## src/rtl/time_adjuster.sv

```systemverilog
// Hours/minutes/seconds time registers with key-driven field adjustment
// (edge detect plus auto-repeat) in set mode and 1 Hz advance with full carry in run mode.
//
// Repeat FSM
//   state  | meaning
//   IDLE   | key released, waiting for a falling edge
//   HOLD   | key held, counting toward the first auto-repeat step
//   REPEAT | key held past the hold time, stepping every REPEAT_CYCLES
module time_adjuster #(
   parameter int unsigned HOLD_CYCLES   = 50_000_000,
   parameter int unsigned REPEAT_CYCLES = 12_500_000
) (
   input  logic       clk,
   input  logic       reset,
   input  logic       set_mode,
   input  logic       tick_1hz,
   input  logic       IncPress,
   input  logic [1:0] Select,
   input  logic       s,
   input  logic       res,
   output logic [4:0] hours,
   output logic [5:0] minutes,
   output logic [5:0] seconds,
   output logic       day_carry,
   output logic       sel_err
);

   localparam int unsigned CNT_MAX = (HOLD_CYCLES > REPEAT_CYCLES) ? HOLD_CYCLES : REPEAT_CYCLES;
   localparam int unsigned CNT_W   = (CNT_MAX < 2) ? 1 : $clog2(CNT_MAX + 1);
   localparam logic [CNT_W-1:0] HOLD_TC   = CNT_W'(HOLD_CYCLES - 1);
   localparam logic [CNT_W-1:0] REPEAT_TC = CNT_W'(REPEAT_CYCLES - 1);

   typedef enum logic [1:0] {
      IDLE   = 2'd0,
      HOLD   = 2'd1,
      REPEAT = 2'd2
   } rpt_state_t;

   logic             key_sync1;
   logic             key_sync2;
   logic             key_prev;
   logic             press;
   logic             rpt_step;
   logic             step;
   logic             sel_ok;

   rpt_state_t       state;
   rpt_state_t       state_nxt;
   logic [CNT_W-1:0] cnt;
   logic [CNT_W-1:0] cnt_nxt;

   logic [4:0]       hours_inc;
   logic [5:0]       minutes_inc;
   logic [5:0]       seconds_inc;
   logic [4:0]       hours_nxt;
   logic [5:0]       minutes_nxt;
   logic [5:0]       seconds_nxt;
   logic             day_carry_nxt;
   logic             sel_err_nxt;

   // Key is active-low; the synchronizer presets to the released level.
   always_ff @(posedge clk) begin
      if (!reset) begin
         key_sync1 <= 1'b1;
         key_sync2 <= 1'b1;
         key_prev  <= 1'b1;
      end else begin
         key_sync1 <= IncPress;
         key_sync2 <= key_sync1;
         key_prev  <= key_sync2;
      end
   end

   assign press = key_prev & ~key_sync2;

   always_ff @(posedge clk) begin
      if (!reset) begin
         state <= IDLE;
         cnt   <= '0;
      end else begin
         state <= state_nxt;
         cnt   <= cnt_nxt;
      end
   end

   always_comb begin
      state_nxt = state;
      cnt_nxt   = cnt;
      rpt_step  = 1'b0;
      case (state)
         IDLE: begin
            if (press) begin
               state_nxt = HOLD;
               cnt_nxt   = '0;
            end
         end
         HOLD: begin
            if (key_sync2) begin
               state_nxt = IDLE;
               cnt_nxt   = '0;
            end else if (cnt == HOLD_TC) begin
               rpt_step  = 1'b1;
               state_nxt = REPEAT;
               cnt_nxt   = '0;
            end else begin
               cnt_nxt = cnt + CNT_W'(1);
            end
         end
         REPEAT: begin
            if (key_sync2) begin
               state_nxt = IDLE;
               cnt_nxt   = '0;
            end else if (cnt == REPEAT_TC) begin
               rpt_step = 1'b1;
               cnt_nxt  = '0;
            end else begin
               cnt_nxt = cnt + CNT_W'(1);
            end
         end
         default: begin
            state_nxt = IDLE;
            cnt_nxt   = '0;
         end
      endcase
   end

   assign step   = press | rpt_step;
   assign sel_ok = (Select != 2'b11) && (s == (Select == 2'b10));

   assign hours_inc   = (hours   >= 5'd23) ? 5'd0 : hours   + 5'd1;
   assign minutes_inc = (minutes >= 6'd59) ? 6'd0 : minutes + 6'd1;
   assign seconds_inc = (seconds >= 6'd59) ? 6'd0 : seconds + 6'd1;

   // set_mode picks exactly one path per edge, so a step and a tick never both act.
   always_comb begin
      hours_nxt     = hours;
      minutes_nxt   = minutes;
      seconds_nxt   = seconds;
      day_carry_nxt = 1'b0;
      sel_err_nxt   = sel_err;
      if (set_mode) begin
         if (step) begin
            if (!sel_ok) begin
               sel_err_nxt = 1'b1;
            end else begin
               case (Select)
                  2'b10:   hours_nxt   = hours_inc;
                  2'b01:   minutes_nxt = minutes_inc;
                  2'b00:   seconds_nxt = res ? 6'd0 : seconds_inc;
                  default: sel_err_nxt = 1'b1;
               endcase
            end
         end
      end else if (tick_1hz) begin
         seconds_nxt = seconds_inc;
         if (seconds >= 6'd59) begin
            minutes_nxt = minutes_inc;
            if (minutes >= 6'd59) begin
               hours_nxt = hours_inc;
               if (hours >= 5'd23) begin
                  day_carry_nxt = 1'b1;
               end
            end
         end
      end
   end

   always_ff @(posedge clk) begin
      if (!reset) begin
         hours     <= 5'd0;
         minutes   <= 6'd0;
         seconds   <= 6'd0;
         day_carry <= 1'b0;
         sel_err   <= 1'b0;
      end else begin
         hours     <= hours_nxt;
         minutes   <= minutes_nxt;
         seconds   <= seconds_nxt;
         day_carry <= day_carry_nxt;
         sel_err   <= sel_err_nxt;
      end
   end

endmodule

```

## config.mk

```make
export PLATFORM = sky130hd
export DESIGN_NAME = time_adjuster
export DESIGN_NICKNAME = d
export VERILOG_FILES = /design/src/rtl/time_adjuster.sv
export SDC_FILE = /design/constraint.sdc
export NUM_CORES = 1
export LEC_CHECK = 0
export BUFFER_PORTS_ARGS = -buffer_cell sky130_fd_sc_hd__buf_2
export CORE_MARGIN = 4
export CORE_UTILIZATION = 58
export DETAILED_ROUTE_END_ITERATION = 12
export PLACE_DENSITY = 0.79
export SLEW_MARGIN = 20
export SYNTH_ARGS = -nofsm -noshare
export SYNTH_HDL_FRONTEND = slang
export SYNTH_SLANG_ARGS = --single-unit
```

## constraint.sdc

```tcl
create_clock -name clk -period 2.85 [get_ports clk]
set_clock_uncertainty 0.2 [all_clocks]
set_input_delay 0.57 -clock clk [delete_from_list [all_inputs] [get_ports clk]]
set_output_delay 0.57 -clock clk [all_outputs]
set_load 0.005 [all_outputs]
```

# After elaboration in Yosys (flattened, before gate mapping)
# Index checks and enable logic that the tools add are counted.
# word_totals
ff_bits	50
input_bits	9
out_inout_bits	19
# op_classes
n_addsub	4
magnitude_cmp	3
n_eq_ne	17
n_mux	41
n_bitwise	7
n_reduce_logical	13
# op_table
op	count
two-way mux 26 bit	5
two-way mux 6 bit	14
one-hot mux 26 bit (3 select lines)	1
two-way mux 5 bit	8
adder 26 x 1 -> 26 bit (second input constant)	1
equality test 26 x 24 -> 1 bit (second input constant)	1
equality test 26 bit (second input constant)	1
adder 6 x 1 -> 6 bit (second input constant)	2
greater-or-equal comparator 6 bit (second input constant)	2
!= test 2 x 1 -> 1 bit (second input constant)	5
two-way mux 2 bit	4
!= test 2 bit (second input constant)	4
two-way mux 1 bit	7
one-hot mux 2 bit (3 select lines)	1
AND reduction 3 bit	2
AND reduction 6 bit	1
nonzero test 2 bit	3
adder 5 x 1 -> 5 bit (second input constant)	1
greater-or-equal comparator 5 bit (second input constant)	1
inverter 1 bit	5
AND reduction 5 bit	1
OR reduction 5 bit	1
equality test 2 x 1 -> 1 bit (second input constant)	2
equality test 2 bit (second input constant)	2
9 further kinds	10

# Logic depth before layout (Yosys ltp)
# Gate-level depths: netlist of run 1.
# depth
word_depth	7
depth_mapped	9

# Worst setup path after synthesis of run 1
# No wires, ideal clock.
# synth_path
kind	reg2reg
start	reg cnt[8]
end	reg seconds[0]
arrival_ps	2210
required_time_ps	2583
path_slack_ps	373
path_stages_with_launch	8
n_path_buf	1
cell_sequence	dfxtp_1 or4_4 nor4_4 a41oi_2 a21o_1 buf_6 or3b_1 a21oi_2
# synth_between
elab_chain_cells	7
word_cells_on_any_way	10
cone_classes	3 x eq/ne; 5 x mux; 1 x bitwise; 1 x reduce/logical
# synth_lines
element	line_no	text
start, declared	49	logic [CNT_W-1:0] cnt;
start signal, assigned	82	cnt <= cnt_nxt;
equality test 26 x 24 -> 1 bit or equality test 26 bit (tied branches)	113, 101	
two-way mux 1 bit (on tied branches)	113, 101	
two-way mux 1 bit (on tied branches)	110, 98	
one-hot mux 1 bit (2 select lines) (*)	90	case (state)
bitwise OR 1 bit (*)	127	assign step = press | rpt_step;
!= test 2 x 1 -> 1 bit (no source line) (*)	n/a	
AND reduction 4 bit (no source line) (*)	n/a	
end signal, assigned	178	seconds <= seconds_nxt;
end, declared	23	output logic [5:0] seconds,
# Every way passes the cells marked *; elsewhere a longest branch is shown, timed or not.
# A chain may end at the register's enable or synchronous reset.

# Final worst setup path of run 1
# layout_path
start	reg cnt[8]
end	reg minutes[5]
# layout_between
elab_chain_cells	7
word_cells_on_any_way	10
cone_classes	3 x eq/ne; 5 x mux; 1 x bitwise; 1 x reduce/logical
# layout_lines
element	line_no	text
equality test 26 x 24 -> 1 bit or equality test 26 bit (tied branches)	113, 101	
two-way mux 1 bit (on tied branches)	113, 101	
two-way mux 1 bit (on tied branches)	110, 98	
one-hot mux 1 bit (2 select lines) (*)	90	
bitwise OR 1 bit (*)	127	
!= test 2 x 1 -> 1 bit (no source line) (*)	n/a	
AND reduction 5 bit (no source line) (*)	n/a	
end signal, assigned	177	minutes <= minutes_nxt;
end, declared	22	output logic [5:0] minutes,
# Marks and branches as above.

==> results of run 1 <==
==> registers in the layout, summed over array words and instances (netlist names) <==
name and count:
key_prev 1, minutes 6, hours 5, day_carry 1, key_sync2 1, seconds 6
cnt 26, key_sync1 1, state 2, sel_err 1
==> cells in the mapped netlist, types with 2 or more instances <==
master    instances
a211oi_1          4
xor2_1            8
nand3_1          16
inv_1             9
nor2_1           37
nor4_1            4
nor3b_1           3
and3_1            5
a41oi_1           2
o2111a_1          2
a21o_1            2
clkbuf_1          5
a21boi_0          2
buf_2             3
nand3b_1          4
nand2b_1          7
mux2i_1           4
ha_1              7
xnor2_1          13
nor2b_1           8
o21ai_0           7
nand2_1          28
or4b_1            2
a31oi_1           4
a21oi_1          13
and2_1            4
dfxtp_1          50
nor3_1           12
o31ai_1           2
o21a_1            4
nand4_1          10
==> worst paths after layout <==
kind              from  cells past startpoint  slack (ns)    endpoint
min          key_sync1                      1        0.22   key_sync2
max reg2reg     cnt[8]                      7        0.20  minutes[5]
min reg2reg  key_sync1                      1        0.22   key_sync2
max             cnt[8]                      7        0.20  minutes[5]
==> cells in the final DEF, fill, tap and decap left out, types with 5 or more instances in the layout <==
cell / count
nor3_1: 12
nand3_1: 16
nand2_1: 28
xnor2_1: 13
clkbuf_8: 5
xor2_1: 8
inv_1: 9
ha_1: 7
nand2b_1: 7
buf_2: 27
nor2b_1: 8
and3_1: 5
nand4_1: 10
o21ai_0: 7
a21oi_1: 13
dfxtp_1: 50
buf_4: 5
nor2_1: 37
==> layout make-up <==
cell class,instances,area [µm²],area share
Sequential cell,50,1000,0.333
Tap cell,52,65.1,0.0216
Timing Repair Buffer,33,193,0.0641
Multi-Input combinational cell,244,1610,0.534
Clock inverter,3,40.0,0.0133
Clock buffer,5,68.8,0.0229
Inverter,9,33.8,0.0112
==> metrics by stage <==
step | power [mW] | cells | hold WS, ns
2_1_floorplan | 0.807 | 313 | 0.186
3_3_place_gp | 0.835 | 388 | 0.191
3_5_place_dp | 0.837 | 388 | 0.197
4_1_cts | 1.32 | 396 | 0.222
5_1_grt | 1.36 | 396 | 0.242
6_report | 1.31 | 396 | 0.217
==> cell families (layout without fill, tap and decap cells) <==
| kind of cell | after synthesis | in the layout | synth area share |
|---|---|---|---|
| xor gates and xnor gates | 21 | 21 | 0.0687 |
| DFF | 50 | 50 | 0.374 |
| buffers and inverters | 19 | 50 | 0.0323 |
| muxes | 4 | 4 | 0.0150 |
| adders and majority gates | 8 | 8 | 0.0365 |
| and+or+nand+nor | 152 | 152 | 0.307 |
| AOI/OAI and AO/OA | 59 | 59 | 0.167 |
==> power by group <==
group,total (mW),internal [mW],switching (mW)
registers,0.714,0.707,0.00733
logic,0.107,0.0405,0.0660
clock network,0.490,0.258,0.232
==> metal layers <==
metal	vias up	GRT usage	share of wire
met4	0	0.0552	0.011
li1	1199	-	-
met3	7	0.0521	0.068
met5	-	0	0
met2	74	0.305	0.46
met1	1114	0.261	0.46
==> what timing repair did <==
| action | in CTS | in global routing |
|---|---|---|
| endpoints found under the setup margin | 0 | 7 |
| hold buffers | 0 | 0 |
| gates resized for setup | 0 | 2 |
==> impl_metrics.py, run 1 <==
metrics = {
    "run_status": {
        "status": "finished, final reports clean",
    },
    "sta": {
        "period_share": 0.932,
        "fin_crit_ns": 2.65,
        "drv_slew": 0,
        "hold_viol": 0,
        "setup-tns-final_ns": 0,
        "fmax_mhz": 377,
        "rsz0062_at_grt": "yes",
        "layout_setup_ws_ns": 0.195,
        "tightest_slew_ns": 0.555,
        "slew_headroom": 0.630,
        "setup_viol": 0,
    },
    "clock_network": {
        "clkLatencyLatePin_ns": 0.30,
        "tritoncts": "yes",
        "path_clk_slew_ns": 0.09,
        "cts-htree-levels": 2,
        "clockBufferDepth": 2,
        "cts_setup_buffers": 0,
        "clock_sinks": 50,
        "cts_root_buffer": "clkbuf_8",
        "cts_made_buffers": 5,
    },
    "logic_synthesis": {
        "syn-num-nets": 329,
        "synthTopCellsByArea": "dfxtp_1 37%, nor2_1 5.2%, xnor2_1 4.3%",
        "synthArstFlopShare": 0,
        "synth_flop_cell": "dfxtp_1",
        "avgSynthCellArea_um2": 8.55,
        "synth.largest_area_cell": "dfxtp_1",
        "ys_seq_elements": 50,
        "synth_top_area_share": 0.374,
        "synth_area_mm2": 0.00268,
        "synth-seq-area-share": 0.374,
        "synth_cell_types": 63,
        "synth-edff-count": 0,
        "syn_inst": 313,
        "ys_warn_count": 0,
    },
    "setup_path": {
        "worstPathRequired_ns": 2.87,
        "cp-start-kind": "register",
        "crit_path_max_incr_delay_ns": 0.57,
        "timing.critical_path.max_delay_family": "simple AND/OR/NAND/NOR gates",
        "cp_max_fo": 11,
        "worstPathArrival_ns": 2.67,
        "end_kind": "register",
        "path_buf_inv": 1,
        "slowest_stage": "or4_4",
        "crit_chain": "or4_4 > nor4_4 > a41oi_2 > a311oi_2 > buf_4 > a41oi_1 > a211oi_1",
        "critical_path_class": "register to register",
    },
    "finish": {
        "post-route-util": 0.681,
        "nFillCells": 353,
        "layout.nets": 359,
        "final_area_mm2": 0.00301,
        "syn_to_final_growth_pct": 12.4,
        "drive_above_1_share": 0.157,
        "diodes": 0,
    },
    "floorplan": {
        "start_util": 0.606,
        "die_x_um": 75.9,
        "dieArea_mm2": 0.00577,
        "die_h_um": 75.9,
        "ioPinCount": 28,
        "core_area_mm2": 0.00441,
        "fp-row-count": 24,
    },
    "power_and_ir_drop": {
        "powerDensity_mw_per_mm2": 436,
        "ir_drop_mv": 0.309,
        "p_leak_nw": 1.09,
    },
    "drt": {
        "drc": 0,
        "finalWirelength_um": 5560,
        "wl_per_cell_um": 14.0,
        "first_pass_iters": 5,
        "num_vias": 2394,
        "vias_per_cell": 6.05,
        "drt_iter0_drc": 134,
        "antenna_left": 0,
    },
    "place": {
        "place_area_mm2": 0.00288,
        "gp_congestion": 0.929,
        "port_buffers": 27,
        "post-place-ws_ns": 0.145,
        "hpwlAfterDp_um": 4010,
    },
    "global_route": {
        "grt_pass1_wl_um": 9600,
        "antenna_found_initial": 0,
        "track_usage": 0.194,
        "grt_overflow": 0,
        "grt_max_degree": 26,
        "grt_pass1_vias": 2083,
    },
    "min_path": {
        "hp-class": "register to register",
    },
    "job": {
        "drv_cap": 0,
    },
}
Power figures use the tool's default switching activity.
==> run 2, diff against run 1 <==
Settings changed: ABC_AREA set to 0, CORE_ASPECT_RATIO set to 0.75.
==> impl_metrics.py, run 2 (synthesized netlist as in run 1, its figures left out) <==
metrics = {
    "run_status": {
        "status": "finished, final reports clean",
    },
    "floorplan": {
        "ioPinCount": 28,
        "fp-row-count": 21,
        "die_x_um": 86.4,
        "die_h_um": 66.8,
        "start_util": 0.599,
        "core_area_mm2": 0.00447,
        "dieArea_mm2": 0.00578,
    },
    "drt": {
        "finalWirelength_um": 5800,
        "antenna_left": 0,
        "drt_iter0_drc": 170,
        "vias_per_cell": 5.91,
        "first_pass_iters": 5,
        "num_vias": 2387,
        "wl_per_cell_um": 14.3,
        "drc": 0,
    },
    "clock_network": {
        "tritoncts": "yes",
        "path_clk_slew_ns": 0.09,
        "cts.hold.buffers_added": 0,
        "cts_made_buffers": 5,
        "clock_sinks": 50,
        "cts-htree-levels": 2,
        "cts_root_buffer": "clkbuf_8",
        "clockBufferDepth": 2,
        "clkLatencyLatePin_ns": 0.30,
    },
    "setup_path": {
        "worstPathRequired_ns": 2.87,
        "cp-start-kind": "register",
        "crit_path_max_incr_delay_ns": 0.49,
        "critical_path_class": "register to register",
        "worstPathArrival_ns": 2.69,
        "crit_chain": "or4b_1 > nor4_1 > buf_4 > nand3_1 > a311oi_2 > buf_4 > a41oi_1 > a211oi_1",
        "r2r_cells": 8,
        "end_kind": "register",
        "slowest_stage": "dfxtp_1",
        "cp_common_cell": "buf_4",
        "timing.critical_path.max_delay_family": "simple AND/OR/NAND/NOR gates",
        "regToRegSetupSlack_ns": 0.18,
        "regToRegStartpoint": "cnt[10]",
        "path_buf_inv": 2,
        "cp_max_fo": 11,
        "r2r-end": "minutes[5]",
    },
    "finish": {
        "nFillCells": 365,
        "diodes": 0,
        "layout.nets": 362,
        "drive_above_1_share": 0.164,
        "syn_to_final_growth_pct": 13.7,
        "final_common_cell": "dfxtp_1",
        "fin_cells": 404,
        "top_regs": "cnt x26, minutes x6, seconds x6",
        "final_area_mm2": 0.00304,
        "final_cell_mix": "50 x dfxtp_1, 37 x nor2_1, 28 x nand2_1, 27 x buf_2, 16 x nand3_1",
        "largest_reg_flops": 26,
        "regMostFlops": "cnt",
    },
    "global_route": {
        "grt_pass1_vias": 2103,
        "antenna_found_initial": 0,
        "grt_pass1_wl_um": 9620,
        "use_met3": 0.0383,
        "use_met1": 0.312,
        "grt_max_degree": 26,
        "grt_util_met2": 0.304,
        "busiest_layer": "met1",
        "grt_overflow": 0,
        "track_usage": 0.207,
    },
    "sta": {
        "fmax_mhz": 375,
        "rsz0062_at_grt": "no",
        "period_share": 0.937,
        "setup-tns-final_ns": 0,
        "slew_headroom": 0.619,
        "fin_crit_ns": 2.67,
        "setup_viol": 0,
        "hold_viol": 0,
        "tightest_slew_ns": 0.571,
        "drv_slew": 0,
        "layout_setup_ws_ns": 0.180,
    },
    "job": {
        "drv_cap": 0,
    },
    "min_path": {
        "min_to": "key_sync2",
        "hp-start": "key_sync1",
        "hp-class": "register to register",
        "whs_path_depth": 1,
    },
    "place": {
        "post-place-ws_ns": 0.179,
        "port_buffers": 27,
        "hpwlAfterDp_um": 4240,
        "gp_congestion": 0.939,
        "dp.cells": 396,
        "place_area_mm2": 0.00291,
    },
    "power_and_ir_drop": {
        "ir_drop_mv": 0.366,
        "finalPower_mw": 1.32,
        "powerDensity_mw_per_mm2": 434,
        "p_leak_nw": 1.10,
    },
}
-- run 2: cell types whose count changed in the layout (fill, tap and decap cells not counted), sizes merged --
cell / delta
clkinv: -2
buf: +3
clkinvlp: +2
-- run 2: worst max-delay path by stage --
stage | start | end | cells after the start
finish | cnt[10] | minutes[5] | 8
global route | cnt[0] | seconds[0] | 8
CTS | cnt[10] | minutes[5] | 8
detailed placement | cnt[0] | hours[2] | 8
global placement | cnt[10] | minutes[5] | 8
floorplan | cnt[8] | seconds[0] | 7
-- run 2: area by class of cell --
type                            count  area (µm²)  area share
Clock buffer                        5        68.8      0.0226
Timing Repair Buffer               36         215      0.0708
Clock inverter                      3        45.0      0.0148
Tap cell                           57        71.3      0.0234
Inverter                            9        33.8      0.0111
Multi-Input combinational cell    244        1610       0.528
Sequential cell                    50        1000       0.329
-- run 2: stage by stage --
step           hold WS, ns  utilization
4_1_cts              0.226        0.677
3_3_place_gp         0.191        0.652
3_5_place_dp         0.203        0.652
2_1_floorplan        0.186            -
5_1_grt              0.259        0.681
6_report             0.223        0.681
-- run 2: report_power, final --
| part | total, mW | internal, mW | switching (mW) |
|---|---|---|---|
| logic | 0.110 | 0.0417 | 0.0679 |
| clock network | 0.497 | 0.261 | 0.236 |
| registers | 0.715 | 0.707 | 0.00732 |
-- run 2: routing by layer --
| metal | share of wire | vias up |
|---|---|---|
| li1 | - | 1205 |
| met1 | 0.54 | 1132 |
| met2 | 0.41 | 43 |
| met3 | 0.041 | 7 |
| met4 | 0.0066 | 0 |
| met5 | 0 | - |
-- run 2: timing repair --
action                     4_1_cts  5_1_grt
resized for setup                0        2
buffers inserted                 0        0
setup endpoints to repair        0        2
